## src/rtl/d5m_pkg.sv

```systemverilog
// Shared definitions for the D5M capture front end: capture FSM state
// encodings and default geometry / pixel width of the binned sensor window.
package d5m_pkg;

  localparam int D5M_DATA_W   = 12;
  localparam int D5M_H_ACTIVE = 1280;
  localparam int D5M_V_ACTIVE = 960;
  localparam int D5M_CNT_W    = 12;

  typedef logic [1:0] cap_state_t;

  localparam cap_state_t ST_IDLE    = 2'd0;
  localparam cap_state_t ST_ARMED   = 2'd1;
  localparam cap_state_t ST_CAPTURE = 2'd2;

endpackage

```

## src/rtl/d5m_bus_sync.sv

```systemverilog
// Two-stage register for the sensor FVAL/LVAL/DATA bus, with edge flags
// derived from the second stage against the sample before it.
module d5m_bus_sync
  import d5m_pkg::*;
#(
  parameter int DATA_W = D5M_DATA_W
) (
  input  logic              clk,
  input  logic              rst_n,
  input  logic              fval_in,
  input  logic              lval_in,
  input  logic [DATA_W-1:0] data_in,
  output logic              s1_fval,
  output logic              s1_lval,
  output logic              s2_fval,
  output logic              s2_lval,
  output logic [DATA_W-1:0] s2_data,
  output logic              fval_rise,
  output logic              fval_fall,
  output logic              lval_rise
);

  logic              s1_fval_q, s1_fval_d, s1_lval_q, s1_lval_d;
  logic              s2_fval_q, s2_fval_d, s2_lval_q, s2_lval_d;
  logic              s3_fval_q, s3_fval_d, s3_lval_q, s3_lval_d;
  logic [DATA_W-1:0] s1_data_q, s1_data_d, s2_data_q, s2_data_d;
  logic [2:0]        fill_q, fill_d;

  always_comb begin
    s1_fval_d = fval_in;
    s1_lval_d = lval_in;
    s1_data_d = data_in;
    s2_fval_d = s1_fval_q;
    s2_lval_d = s1_lval_q;
    s2_data_d = s1_data_q;
    s3_fval_d = s2_fval_q;
    s3_lval_d = s2_lval_q;
    fill_d    = {fill_q[1:0], 1'b1};
  end

  always_ff @(posedge clk) begin
    if (!rst_n) begin
      s1_fval_q <= 1'b0;
      s1_lval_q <= 1'b0;
      s1_data_q <= '0;
      s2_fval_q <= 1'b0;
      s2_lval_q <= 1'b0;
      s2_data_q <= '0;
      s3_fval_q <= 1'b0;
      s3_lval_q <= 1'b0;
      fill_q    <= '0;
    end else begin
      s1_fval_q <= s1_fval_d;
      s1_lval_q <= s1_lval_d;
      s1_data_q <= s1_data_d;
      s2_fval_q <= s2_fval_d;
      s2_lval_q <= s2_lval_d;
      s2_data_q <= s2_data_d;
      s3_fval_q <= s3_fval_d;
      s3_lval_q <= s3_lval_d;
      fill_q    <= fill_d;
    end
  end

  // Edges are only trusted once the prior sample is a real pin sample, so a
  // frame already in progress at reset release never looks like a rise.
  assign s1_fval   = s1_fval_q;
  assign s1_lval   = s1_lval_q;
  assign s2_fval   = s2_fval_q;
  assign s2_lval   = s2_lval_q;
  assign s2_data   = s2_data_q;
  assign fval_rise = fill_q[2] & s2_fval_q & ~s3_fval_q;
  assign fval_fall = fill_q[2] & ~s2_fval_q & s3_fval_q;
  assign lval_rise = fill_q[2] & s2_lval_q & ~s3_lval_q;

endmodule

```

## src/rtl/d5m_capture.sv

```systemverilog
// D5M pixel capture: arm after configuration, align to frame start, emit a
// registered pixel stream with sof/eol/eof and x/y/frame counters.
// Optional D5M_CAPTURE_SIZE_CHECK_EN adds a sticky line/frame size check.
module d5m_capture
  import d5m_pkg::*;
#(
  parameter int DATA_W   = D5M_DATA_W,
  parameter int H_ACTIVE = D5M_H_ACTIVE,
  parameter int V_ACTIVE = D5M_V_ACTIVE,
  parameter int CNT_W    = D5M_CNT_W
) (
  input  logic              clk,
  input  logic              rst_n,
  input  logic              config_done,
  input  logic              capture_en,
  input  logic              fval,
  input  logic              lval,
  input  logic [DATA_W-1:0] pix_data,
  output logic [DATA_W-1:0] pix_out,
  output logic              pix_valid,
  output logic              sof,
  output logic              eol,
  output logic              eof,
  output logic [CNT_W-1:0]  x_cnt,
  output logic [CNT_W-1:0]  y_cnt,
  output logic [15:0]       frame_cnt,
  output logic              busy,
  output logic              frame_err
);

  logic              s1_fval, s1_lval, s2_fval, s2_lval;
  logic [DATA_W-1:0] s2_data;
  logic              fval_rise, fval_fall, lval_rise;

  d5m_bus_sync #(.DATA_W(DATA_W)) u_sync (
    .clk       (clk),
    .rst_n     (rst_n),
    .fval_in   (fval),
    .lval_in   (lval),
    .data_in   (pix_data),
    .s1_fval   (s1_fval),
    .s1_lval   (s1_lval),
    .s2_fval   (s2_fval),
    .s2_lval   (s2_lval),
    .s2_data   (s2_data),
    .fval_rise (fval_rise),
    .fval_fall (fval_fall),
    .lval_rise (lval_rise)
  );

  cap_state_t        state_q, state_d;
  logic [CNT_W-1:0]  x_run_q, x_run_d, y_run_q, y_run_d, x_idx;
  logic              sof_pend_q, sof_pend_d;
  logic [DATA_W-1:0] pix_out_q, pix_out_d;
  logic              pix_valid_q, pix_valid_d, sof_q, sof_d, eol_q, eol_d, eof_q, eof_d;
  logic [CNT_W-1:0]  x_cnt_q, x_cnt_d, y_cnt_q, y_cnt_d;
  logic [15:0]       frame_cnt_q, frame_cnt_d;
  logic              err_q, err_d;
  logic              cfg_ok, start, in_cap, valid, last, frame_end;

  always_comb begin
    cfg_ok    = config_done & capture_en;
    start     = (state_q == ST_ARMED) & cfg_ok & fval_rise;
    // Losing config_done aborts at once, so it also gates the pixel path.
    in_cap    = start | ((state_q == ST_CAPTURE) & config_done);
    valid     = in_cap & s2_lval & s2_fval;
    last      = valid & (~s1_lval | ~s1_fval);
    x_idx     = lval_rise ? '0 : x_run_q;
    frame_end = (state_q == ST_CAPTURE) & config_done & fval_fall;

    state_d = state_q;
    case (state_q)
      ST_IDLE:    if (cfg_ok) state_d = ST_ARMED;
      ST_ARMED: begin
        if (!cfg_ok)        state_d = ST_IDLE;
        else if (fval_rise) state_d = ST_CAPTURE;
      end
      ST_CAPTURE: begin
        if (!config_done)   state_d = ST_IDLE;
        else if (fval_fall) state_d = capture_en ? ST_ARMED : ST_IDLE;
      end
      default:              state_d = ST_IDLE;
    endcase

    x_run_d    = x_run_q;
    y_run_d    = y_run_q;
    sof_pend_d = sof_pend_q | start;
    if (!in_cap) begin
      x_run_d    = '0;
      y_run_d    = '0;
      sof_pend_d = 1'b0;
    end else begin
      if (valid) begin
        x_run_d    = last ? '0 : x_idx + CNT_W'(1);
        sof_pend_d = 1'b0;
      end
      if (last) y_run_d = y_run_q + CNT_W'(1);
    end

    pix_valid_d = valid;
    sof_d       = valid & (sof_pend_q | start);
    eol_d       = last;
    eof_d       = frame_end;
    pix_out_d   = valid ? s2_data : pix_out_q;
    x_cnt_d     = valid ? x_idx : x_cnt_q;
    y_cnt_d     = valid ? y_run_q : y_cnt_q;
    frame_cnt_d = frame_cnt_q + 16'(frame_end);

`ifdef D5M_CAPTURE_SIZE_CHECK_EN
    err_d = err_q
          | (last & (x_idx + CNT_W'(1) != CNT_W'(H_ACTIVE)))
          | (frame_end & (y_run_q != CNT_W'(V_ACTIVE)));
`else
    err_d = 1'b0;
`endif
  end

`ifndef D5M_CAPTURE_SIZE_CHECK_EN
  localparam int unused_geometry = H_ACTIVE + V_ACTIVE;
`endif

  always_ff @(posedge clk) begin
    if (!rst_n) begin
      state_q     <= ST_IDLE;
      x_run_q     <= '0;
      y_run_q     <= '0;
      sof_pend_q  <= 1'b0;
      pix_out_q   <= '0;
      pix_valid_q <= 1'b0;
      sof_q       <= 1'b0;
      eol_q       <= 1'b0;
      eof_q       <= 1'b0;
      x_cnt_q     <= '0;
      y_cnt_q     <= '0;
      frame_cnt_q <= '0;
      err_q       <= 1'b0;
    end else begin
      state_q     <= state_d;
      x_run_q     <= x_run_d;
      y_run_q     <= y_run_d;
      sof_pend_q  <= sof_pend_d;
      pix_out_q   <= pix_out_d;
      pix_valid_q <= pix_valid_d;
      sof_q       <= sof_d;
      eol_q       <= eol_d;
      eof_q       <= eof_d;
      x_cnt_q     <= x_cnt_d;
      y_cnt_q     <= y_cnt_d;
      frame_cnt_q <= frame_cnt_d;
      err_q       <= err_d;
    end
  end

  assign pix_out   = pix_out_q;
  assign pix_valid = pix_valid_q;
  assign sof       = sof_q;
  assign eol       = eol_q;
  assign eof       = eof_q;
  assign x_cnt     = x_cnt_q;
  assign y_cnt     = y_cnt_q;
  assign frame_cnt = frame_cnt_q;
  assign busy      = (state_q == ST_CAPTURE);
  assign frame_err = err_q;

endmodule
```

## config.mk

```make
export PLATFORM = sky130hd
export DESIGN_NAME = d5m_capture
export DESIGN_NICKNAME = d
export VERILOG_FILES = /design/src/rtl/d5m_pkg.sv /design/src/rtl/d5m_bus_sync.sv /design/src/rtl/d5m_capture.sv
export SDC_FILE = /design/constraint.sdc
export NUM_CORES = 1
export LEC_CHECK = 0
export ABC_AREA = 1
export CAP_MARGIN = 40
export CORE_MARGIN = 10
export CORE_UTILIZATION = 57
export DETAILED_ROUTE_END_ITERATION = 6
export GPL_ROUTABILITY_DRIVEN = 0
export GPL_TIMING_DRIVEN = 1
export PLACE_DENSITY_LB_ADDON = 0.08
export REMOVE_ABC_BUFFERS = 1
export SLEW_MARGIN = 20
export SYNTH_ARGS = -nofsm -noshare
export SYNTH_HDL_FRONTEND = slang
export SYNTH_SLANG_ARGS = --single-unit
```

## constraint.sdc

```tcl
create_clock -name clk -period 3.1 [get_ports clk]
set_input_delay 0.465 -clock clk [delete_from_list [all_inputs] [get_ports clk]]
set_output_delay 0.465 -clock clk [all_outputs]
set_load 0.05 [all_outputs]
```

# [Yosys cells after proc, flatten, opt, wreduce, memory -nomap -nowiden]
# Cells that the tools add are included.
[op_classes] addsub=3 mul=0 div=0 n_lt_le_gt_ge=0 n_eq_ne=5 shifts=0 muxes=10 n_bitwise=25 reduce_logical=4
[ops] operator="12-bit by 1-bit adder with 12-bit output, second input constant" n=2
[ops] operator="12-bit two-way mux" n=2
[ops] operator="16-bit by 1-bit adder with 16-bit output" n=1
[ops] operator="1-bit bitwise AND" n=15
[ops] operator="2-bit two-way mux" n=5
[ops] operator="1-bit NOT" n=7
[ops] operator="2-bit one-hot mux with 3 select lines" n=1
[ops] operator="3-bit by 2-bit inequality test with 1-bit output, second input constant" n=1
[ops] operator="3-bit inequality test, second input constant" n=1
[ops] operator="1-bit bitwise OR" n=3
[ops] operator="3-bit AND reduction" n=1
[ops] operator="3-bit OR reduction" n=1
[ops] operator="2-bit by 1-bit equality test with 1-bit output, second input constant" n=1
[ops] operator="2-bit equality test, second input constant" n=1
[ops] operator="2-bit zero test" n=1
[ops] operator="1-bit two-way mux" n=2
[ops] operator="2-bit inequality test, second input constant" n=1
[ops] operator="2-bit AND reduction" n=1
[totals] reg_bits=116 latch_bits=0 ram_bits=0 rom_bits=0 input_bits=18 out_inout_bits=58 wordCells=69 n_memories=0

# [Logic depth before layout (Yosys ltp)]
# Gate-level depths: netlist of run 1.
[depth] word_depth=8 depth_mapped=13 ltp_nobuf=13

# [Cells and area by module]
# From an unflattened synthesis of run 1, not the netlist that was laid out.
[hier_totals] hier_cells=613 area_unflattened_um2=4586.9
[by_module_without_submodules] module="d5m_capture" instances=1 cells_each=507 area_each_um2=3629.7 seq_area_each_um2=1661.6
[by_module_without_submodules] module="d5m_bus_sync" instances=1 cells_each=106 area_each_um2=957.2 seq_area_each_um2=660.6

# [Least setup slack after synthesis of run 1]
# Ideal clock, no wire load.
[synth_timing] kind="register to register" start="reg state_q[1]" end="reg frame_cnt_q[12], in the netlist frame_cnt[12]" setup_time_ns=0.119 t_arrival_ns=2.360 t_required_ns=2.981 path_slack_ns=0.620 stages_incl_launch_ff=14 n_path_buf=0 period_less_slack_ns=2.480 path_cell_list="dfxtp_1 -> inv_1 -> nor2_2 -> nand2_1 -> nor2_1 -> ha_1 -> ha_1 -> nand2_1 -> nor2_1 -> inv_1 -> nor3_1 -> nand2_1 -> o21ai_0 -> a21oi_1"
[synth_between] elab_chain_cells=4
[synth_rtl] element="from (decl)" line_no="d5m_capture.sv:51" text="cap_state_t state_q, state_d;"
[synth_rtl] element="from (signal assigned)" line_no="d5m_capture.sv:138" text="state_q <= state_d;"
[synth_rtl] element="2-bit equality test"
[synth_rtl] element="named net busy" line_no="d5m_capture.sv:27" text="output logic busy,"
[synth_rtl] element="1-bit bitwise AND (2 in series)" line_no="d5m_capture.sv:69" text="frame_end = (state_q == ST_CAPTURE) & config_done & fval_fall;"
[synth_rtl] element="named net eof_d" line_no="d5m_capture.sv:55" text="logic pix_valid_q, pix_valid_d, sof_q, sof_d, eol_q, eol_d, eof_q, eof_d;"
[synth_rtl] element="16-bit by 1-bit adder with 16-bit output" line_no="d5m_capture.sv:107" text="frame_cnt_d = frame_cnt_q + 16'(frame_end);"
[synth_rtl] element="to (signal assigned)" line_no="d5m_capture.sv:149" text="frame_cnt_q <= frame_cnt_d;"
[synth_rtl] element="to (decl)" line_no="d5m_capture.sv:57" text="logic [15:0] frame_cnt_q, frame_cnt_d;"
# The timed path passes the listed nets, and every way through them passes these cells.
# A chain may end at the register's enable or synchronous reset.

# [Final worst setup path of run 1]
[layout_timing] start="reg state_q[1]" end="reg frame_cnt_q[12], in the netlist frame_cnt[12]"
[layout_between] elab_chain_cells=4
[layout_rtl] element="2-bit equality test" line_no="d5m_capture.sv:69"
[layout_rtl] element="1-bit bitwise AND (2 in series)" line_no="d5m_capture.sv:69"
[layout_rtl] element="named net eof_d" line_no="d5m_capture.sv:55"
[layout_rtl] element="16-bit by 1-bit adder with 16-bit output" line_no="d5m_capture.sv:107"
# The timed path passes the listed nets, and every way through them passes these cells.

==> key figures, run 1 <==
Worst hold path
  • Hold Startpoint: u_sync.s1_data_q[11]
  • Hold WC Path Type: register to register

Timing
  • Worst-Margin Slew: a little under 0.8 ns
  • Slew HR: between 40% and 50%
  • WHS: about 0.41 ns
  • Tcrit/Tclk final: 75.35%
  • Max Clock Freq: approximately 0.43 GHz
  • Setup WS post-layout: 0.7641 ns
  • Slew Limit Fails: 0
  • Endpoints failing hold: 0
  • Setup TNS: 0 ns
  • Min Tclk post-route: 2.336 ns
  • Clk_skew: 0.009596 ns
  • Unrepaired setup endpoints after global routing: no
  • Final setup viols: 0

CTS
  • Clock slew at reported path FFs: approximately 0.06 ns
  • H-Tree Depth: 4
  • # clock sinks: about 120
  • Total CTS buffers: 17
  • Post-CTS Repair Setup Buffers: 0
  • CTS tree: done
  • Post-CTS Hold Fix Bufs: 0
  • Resized cells post-CTS: 0
  • Clk root buf: clkbuf_8
  • Clock tree buffer depth: 2
  • Latest clock arrival within the worst-skew pair: 0.50 ns

Drt
  • Avg Vias per Cell: ~5.2
  • WL per Instance: about 14 µm
  • Pre-Repair DR Iteration Count: 5
  • Vias: 4056
  • Drt total wl: 10890 µm
  • Antenna-violating nets left: 0
  • Drt drc: 0
  • Initial drt markers: ~210

Flow run
  • MaxCap Viol Count: 0

Layout
  • Final nets: 693
  • Most frequent cells in the layout: 116 x dfxtp_1, 113 x nand2_1, 84 x inv_1, 73 x clkdlybuf4s50_1, 64 x nor2_1
  • Cell area after layout: 5973 µm²
  • Antenna cells: 0
  • Final std cells w/o fill: 786
  • Syn-to-layout area delta: 31.33%
  • Share of cells above drive strength 1: 7.602%
  • Util after Layout: 77.30%
  • Commonest non-fill, non-tap cell in the layout: dfxtp_1

Floorplan
  • Die height: 109.3 µm
  • Die area: 11950 µm²
  • Site Rows: 32
  • Ports: 76
  • Core area: 7727 µm²
  • Starting Density: 58.86%
  • Die W: 109.3 µm

Global route
  • Initial antenna violation count: 0
  • First-pass GRT wire length: 17880 µm
  • Pin count of the biggest net entering global routing: 78
  • Vias in the first global route: 3949
  • Grt total ovfl: 0
  • Tot GR Track Use: between 10% and 20%

Placed design
  • Placement Setup Slack: 0.4291 ns
  • Dpl cell area: between 5000 and 6000 µm²
  • Port buffer count: 74
  • Placed cell count: 754
  • DP Wirelength: 7002 µm

Setup path
  • CP max stage cell: dfxtp_1
  • CP Class: register to register
  • Critical path, cell by cell: inv_1 -> nor2_2 -> nand2_1 -> nor2_1 -> ha_1 -> ha_1 -> nand2_1 -> nor2_1 -> inv_1 -> nor3_1 -> nand2_1 -> o21ai_0 -> a21oi_1
  • Worst r2r src: state_q[1]
  • CP dominant cell by count: nand2_1
  • CP startpoint kind: register
  • Worst EP required: ~3.5 ns
  • Worst path max stage delay: 0.36 ns
  • Arrival time at the worst endpoint: 2.73 ns
  • Start point of the critical path: state_q[1]
  • CP endpoint kind: register
  • Crit-path max FO: 4

Power and ir drop
  • Part of the power in combinational logic: 2.0%
  • Max rail drop VDD: 414.6 µV
  • Leakage: 2.451 nW
  • Reg power frac: 40.8%
  • Sw Share: 19.65%
  • Power Dens Cells: 624.5 nW/µm²
  • Clock share of power: a little under three fifths
  • Cell-internal power: roughly 3 mW
  • Switch Pwr: around 730 µW
  • Overall Power: about 3.7 mW

Logic synthesis
  • Sequential-to-total area share from yosys stat: 51.06%
  • Flops & latches, synth: between 100 and 150
  • Yosys warnings: 0
  • Synth Cell Area: 4548 µm²
  • Syn Inst Count: roughly 600
  • Top post-synthesis cells by area: dfxtp_1 51%, nand2_1 9.3%, inv_1 6.9%
  • Synth unique cells: 32
  • Share of the synthesized area in the top cell type: 51.06%
  • Syn avg cell area: 7.618 µm²
  • Synth area leader: dfxtp_1

Status
  • Status: finished, final reports clean
==> cell type report <==
| class | instances | area, µm² |
|---|---|---|
| clock inverters | 12 | 201.4 |
| repair buffers | 79 | 773.2 |
| clock buffers | 20 | 455.4 |
| multi-input cells | 371 | 1770 |
| flip-flops and latches | 116 | 2322 |
| fillers | 555 | 1754 |
| inverters | 86 | 322.8 |
| well taps | 102 | 127.6 |
==> power groups by stage <==
stage          logic (mW)  clock network [mW]  registers (mW)
2_1_floorplan      0.0338                   0            1.55
3_3_place_gp       0.0732                   0            1.55
3_5_place_dp       0.0755                   0            1.55
4_1_cts            0.0761                2.15            1.52
5_1_grt            0.0863                2.22            1.52
6_report           0.0760                2.13            1.52
==> critical path, delay by kind of cell (launching register included) <==
kind / cells / cell delay (ns)
AO/OA/AOI/OAI: 2 / 0.22
flip-flops: 1 / 0.36
AND/OR/NAND/NOR: 7 / 1.14
adder cells (fa/ha/maj): 2 / 0.34
buffers and inverters: 2 / 0.17
==> sequential cells by signal (all words and copies together), names as in the netlist, 2 cells and up <==
register	count
u_sync.s1_data_q	12
u_sync.s2_data	12
pix_out	12
u_sync.fill_q	3
x_run_q	12
x_cnt	12
y_cnt	12
state_q	2
y_run_q	12
frame_cnt	16
==> metal layers <==
layer	GRT usage [%]	share of wire, %	wire, µm	up-vias
met5	0	0	0	-
met4	6.970	1.6	178	0
met3	6.846	7.7	833	15
met2	30.03	47	5139	127
met1	21.26	44	4738	1877
li1	-	-	-	2037
==> worst paths after layout <==
path | slack, ns | depth (start not counted) | end
worst min register to register | 0.41 | 2 | u_sync.s2_data[11]
worst min-delay path | 0.41 | 2 | u_sync.s2_data[11]
worst max register to register | 0.76 | 13 | frame_cnt[12]
worst max-delay path | 0.76 | 13 | frame_cnt[12]
==> cells by family (layout without fill, tap and decap cells) <==
logic type | Yosys count | count (layout) | synth area share [%]
compound gates | 107 | 107 | 11.88
buf+inv | 110 | 197 | 10.01
fa+ha+maj | 4 | 4 | 1.100
xor+xnor | 10 | 10 | 1.926
simple gates | 249 | 249 | 23.93
flops | 116 | 116 | 51.06
other cells | 1 | 1 | 0.08245
==> Yosys cell counts <==
| cell type | instances |
|---|---|
| o21ai_0 | 46 |
| buf_1 | 1 |
| buf_2 | 6 |
| buf_4 | 3 |
| a21oi_1 | 58 |
| nor2_8 | 1 |
| nor4_1 | 2 |
| o21ai_1 | 1 |
| nand4_1 | 8 |
| inv_1 | 84 |
| xor2_1 | 8 |
| nand2_2 | 1 |
| dfxtp_1 | 116 |
| xnor2_1 | 2 |
| buf_6 | 3 |
| nand2_1 | 113 |
| conb_1 | 1 |
| o21bai_1 | 1 |
| nor2_4 | 1 |
| nor2_2 | 3 |
| nor2_1 | 64 |
| clkbuf_2 | 1 |
| clkbuf_1 | 10 |
| nor3_1 | 20 |
| inv_2 | 2 |
| nand3_2 | 2 |
| nand2_4 | 1 |
| or2_2 | 3 |
| nand3_1 | 28 |
| ha_1 | 4 |
| nand3b_1 | 2 |
| a211oi_1 | 1 |
Power figures use the tool's default switching activity.
==> inputs of run 2 (changes only) <==
Settings changed: CORE_UTILIZATION 57 to 48.
Clock period 3.1 ns to 2 ns, I/O delays scaled along.
==> run 2 against run 1 <==
Via count fell by 0.54%. Clock skew fell by 0.0019 ns. Die area rose by 15%. Count of clock-buffer cells in the layout did not move. Critical path depth fell by 12. Wire length rose by 0.39%. Critical endpoint is now y_cnt[7]. Combinational power rose by 68%. Core utilization fell by 9.6 points.
==> key figures, run 2 (synthesized netlist as in run 1, its figures left out) <==
Drt
  • Avg Vias per Cell: 4.843 (-6.2%)
  • Antenna-violating nets left: 0 (unchanged)
  • Pre-Repair DR Iteration Count: 5 (unchanged)
  • Initial drt markers: 301 (+45%)
  • Drt total wl: 10930 µm (+0.39%)
  • Vias: 4034 (-0.54%)
  • WL per Instance: 13.12 µm (-5.3%)
  • Drt drc: 0 (unchanged)

Timing
  • Slew HR: 63.92% (+16 points)
  • Min Tclk post-route: 1.967 ns
  • Endpoints failing hold: 0 (unchanged)
  • Worst-Margin Slew: 0.5403 ns (-0.2370 ns)
  • Slew Limit Fails: 0 (unchanged)
  • Setup TNS: 0 ns (unchanged)
  • Final setup viols: 0 (unchanged)
  • Max Clock Freq: around 0.5 GHz
  • Tcrit/Tclk final: 98.34%
  • Unrepaired setup endpoints after global routing: yes
  • Clk_skew: 0.007726 ns (-0.001869 ns)

Power and ir drop
  • Clock share of power: 54.8% (-2.4 points)
  • Sw Share: 20.70% (+1.0 points)
  • Leakage: 2.921 nW (+19%)
  • Switch Pwr: 1.138 mW (+55%)
  • Power Dens Cells: 879.1 nW/µm² (+41%)
  • Reg power frac: 42.9% (+2.1 points)
  • Part of the power in combinational logic: 2.3% (+0.3 points)
  • Cell-internal power: 4.362 mW (+46%)
  • Max rail drop VDD: 573.0 µV (+38%)
  • Overall Power: 5.501 mW (+47%)

Setup path
  • CP endpoint kind: output port
  • Worst path max stage delay: 0.82 ns (+0.46 ns)
  • CP max stage cell: clkdlybuf4s50_1
  • Arrival time at the worst endpoint: 1.67 ns (-1.06 ns)
  • CP Class: register to output port
  • Critical path, cell by cell: clkdlybuf4s50_1
  • Crit path buf inv count: 1 (-1)
  • CP startpoint kind: register
  • Crit path max-delay family: buffers and inverters
  • Crit-path max FO: 2 (-2)
  • Worst EP required: 1.70 ns (-1.80 ns)

CTS
  • Clock slew at reported path FFs: 0.06 ns (about the same)
  • Clock tree buffer depth: 2 (unchanged)
  • CTS tree: done
  • # clock sinks: 116 (unchanged)
  • Clk root buf: clkbuf_8
  • Total CTS buffers: 17 (unchanged)
  • H-Tree Depth: 4 (unchanged)
  • Post-CTS Repair Setup Buffers: 0 (unchanged)
  • Latest clock arrival within the worst-skew pair: 0.51 ns (about the same)

Layout
  • Max FFs per register: 16 (unchanged)
  • Final nets: 713 (+2.9%)
  • Syn-to-layout area delta: 37.58%
  • Util after Layout: 67.72% (-9.6 points)
  • Antenna cells: 0 (unchanged)
  • Most frequent cells in the layout: 115 x dfxtp_1, 110 x nand2_1, 83 x inv_1, 60 x nor2_1, 58 x a21oi_1
  • Commonest non-fill, non-tap cell in the layout: dfxtp_1
  • Share of cells above drive strength 1: 12.36% (+4.8 points)
  • Fillcell total: 763 (+37%)

Status
  • Status: finished, final reports clean

Floorplan
  • Die area: 13770 µm² (+15%)
  • Die W: 117.3 µm (+7.3%)
  • Ports: 76 (unchanged)
  • Die height: 117.3 µm (+7.3%)
  • Core area: 9240 µm² (+20%)
  • Starting Density: 49.22% (-9.6 points)
  • Site Rows: 35 (+9.4%)

Worst hold path
  • Hold WC Path Type: input port to register

Global route
  • Initial antenna violation count: 0 (unchanged)
  • Pin count of the biggest net entering global routing: 31 (-60%)
  • Grt total ovfl: 0 (unchanged)
  • Tot GR Track Use: 15.67% (-2.6 points)
  • First-pass GRT wire length: 18530 µm (+3.6%)
  • Vias in the first global route: 3977 (+0.71%)

Flow run
  • MaxCap Viol Count: 0 (unchanged)

Placed design
  • DP Wirelength: 7362 µm (+5.1%)
  • Port buffer count: 74 (unchanged)
run 2: cell types whose count changed in the layout (fill, tap and decap cells not counted), sizes merged:
cell / change
clkinv: -1
dlymetal6s2s: +14
bufinv: -2
buf: +20
clkinvlp: +3
clkdlybuf4s50: -34
dlygate4sd2: +20
run 2: repair_timing:
action / 4_1_cts / 5_1_grt
pin swaps: 0 / 7
setup endpoints to repair: 21 / 25
gates resized for setup: 21 / 36
hold buffers: 0 / 0
run 2: path summary, 6_finish.rpt:
kind	startpoint	to	slack (ns)	cells past startpoint
max	y_cnt[7]	y_cnt[7]	0.03	1
min	rst_n	u_sync.fill_q[0]	0.25	2
max reg2reg	state_q[1]	frame_cnt[10]	0.12	13
min reg2reg	u_sync.s1_data_q[0]	u_sync.s2_data[0]	0.41	2
run 2: area by class of cell:
| class | instances | area [µm²] | area share [%] |
|---|---|---|---|
| Timing Repair Buffer | 99 | 996.0 | 15.92 |
| Inverter | 86 | 322.8 | 5.159 |
| Clock buffer | 20 | 445.4 | 7.119 |
| Tap cell | 129 | 161.4 | 2.579 |
| Sequential cell | 116 | 2323 | 37.13 |
| Clock inverter | 12 | 155.1 | 2.480 |
| Multi-Input combinational cell | 371 | 1853 | 29.61 |
run 2: power groups by stage:
stage	sequential, mW	combinational (mW)	clock [mW]
6_report	2.36	0.128	3.01
5_1_grt	2.36	0.145	3.16
4_1_cts	2.36	0.129	3.07
3_5_place_dp	2.41	0.127	0
3_3_place_gp	2.41	0.123	0
2_1_floorplan	2.40	0.0524	0
run 2: stage by stage:
stage	instances	area [µm²]	hold slack [ns]	setup WS, ns
after floorplan	573	4415	0.3277	-0.4798
after global placement	801	5563	0.3922	-0.2412
after detailed placement	801	5563	0.3988	-0.2626
after CTS	833	6143	0.2370	0.002151
after global routing	833	6257	0.2594	-0.02692
final	833	6257	0.2536	0.03321
run 2: metal layers:
metal / share of wire (%) / wire length, µm / GRT usage (%) / up-vias
li1: - / - / - / 2090
met1: 47 / 5170 / 18.81 / 1834
met2: 45 / 4946 / 24.86 / 106
met3: 6.8 / 748 / 6.283 / 4
met4: 0.59 / 65 / 5.243 / 0
met5: 0 / 0 / 0 / -
==> inputs of run 3 (changes only) <==
Settings changed: CTS_CLUSTER_DIAMETER set to 50.
==> results of run 3 <==
Final layout, timing and power as in run 2 (identical DEF).
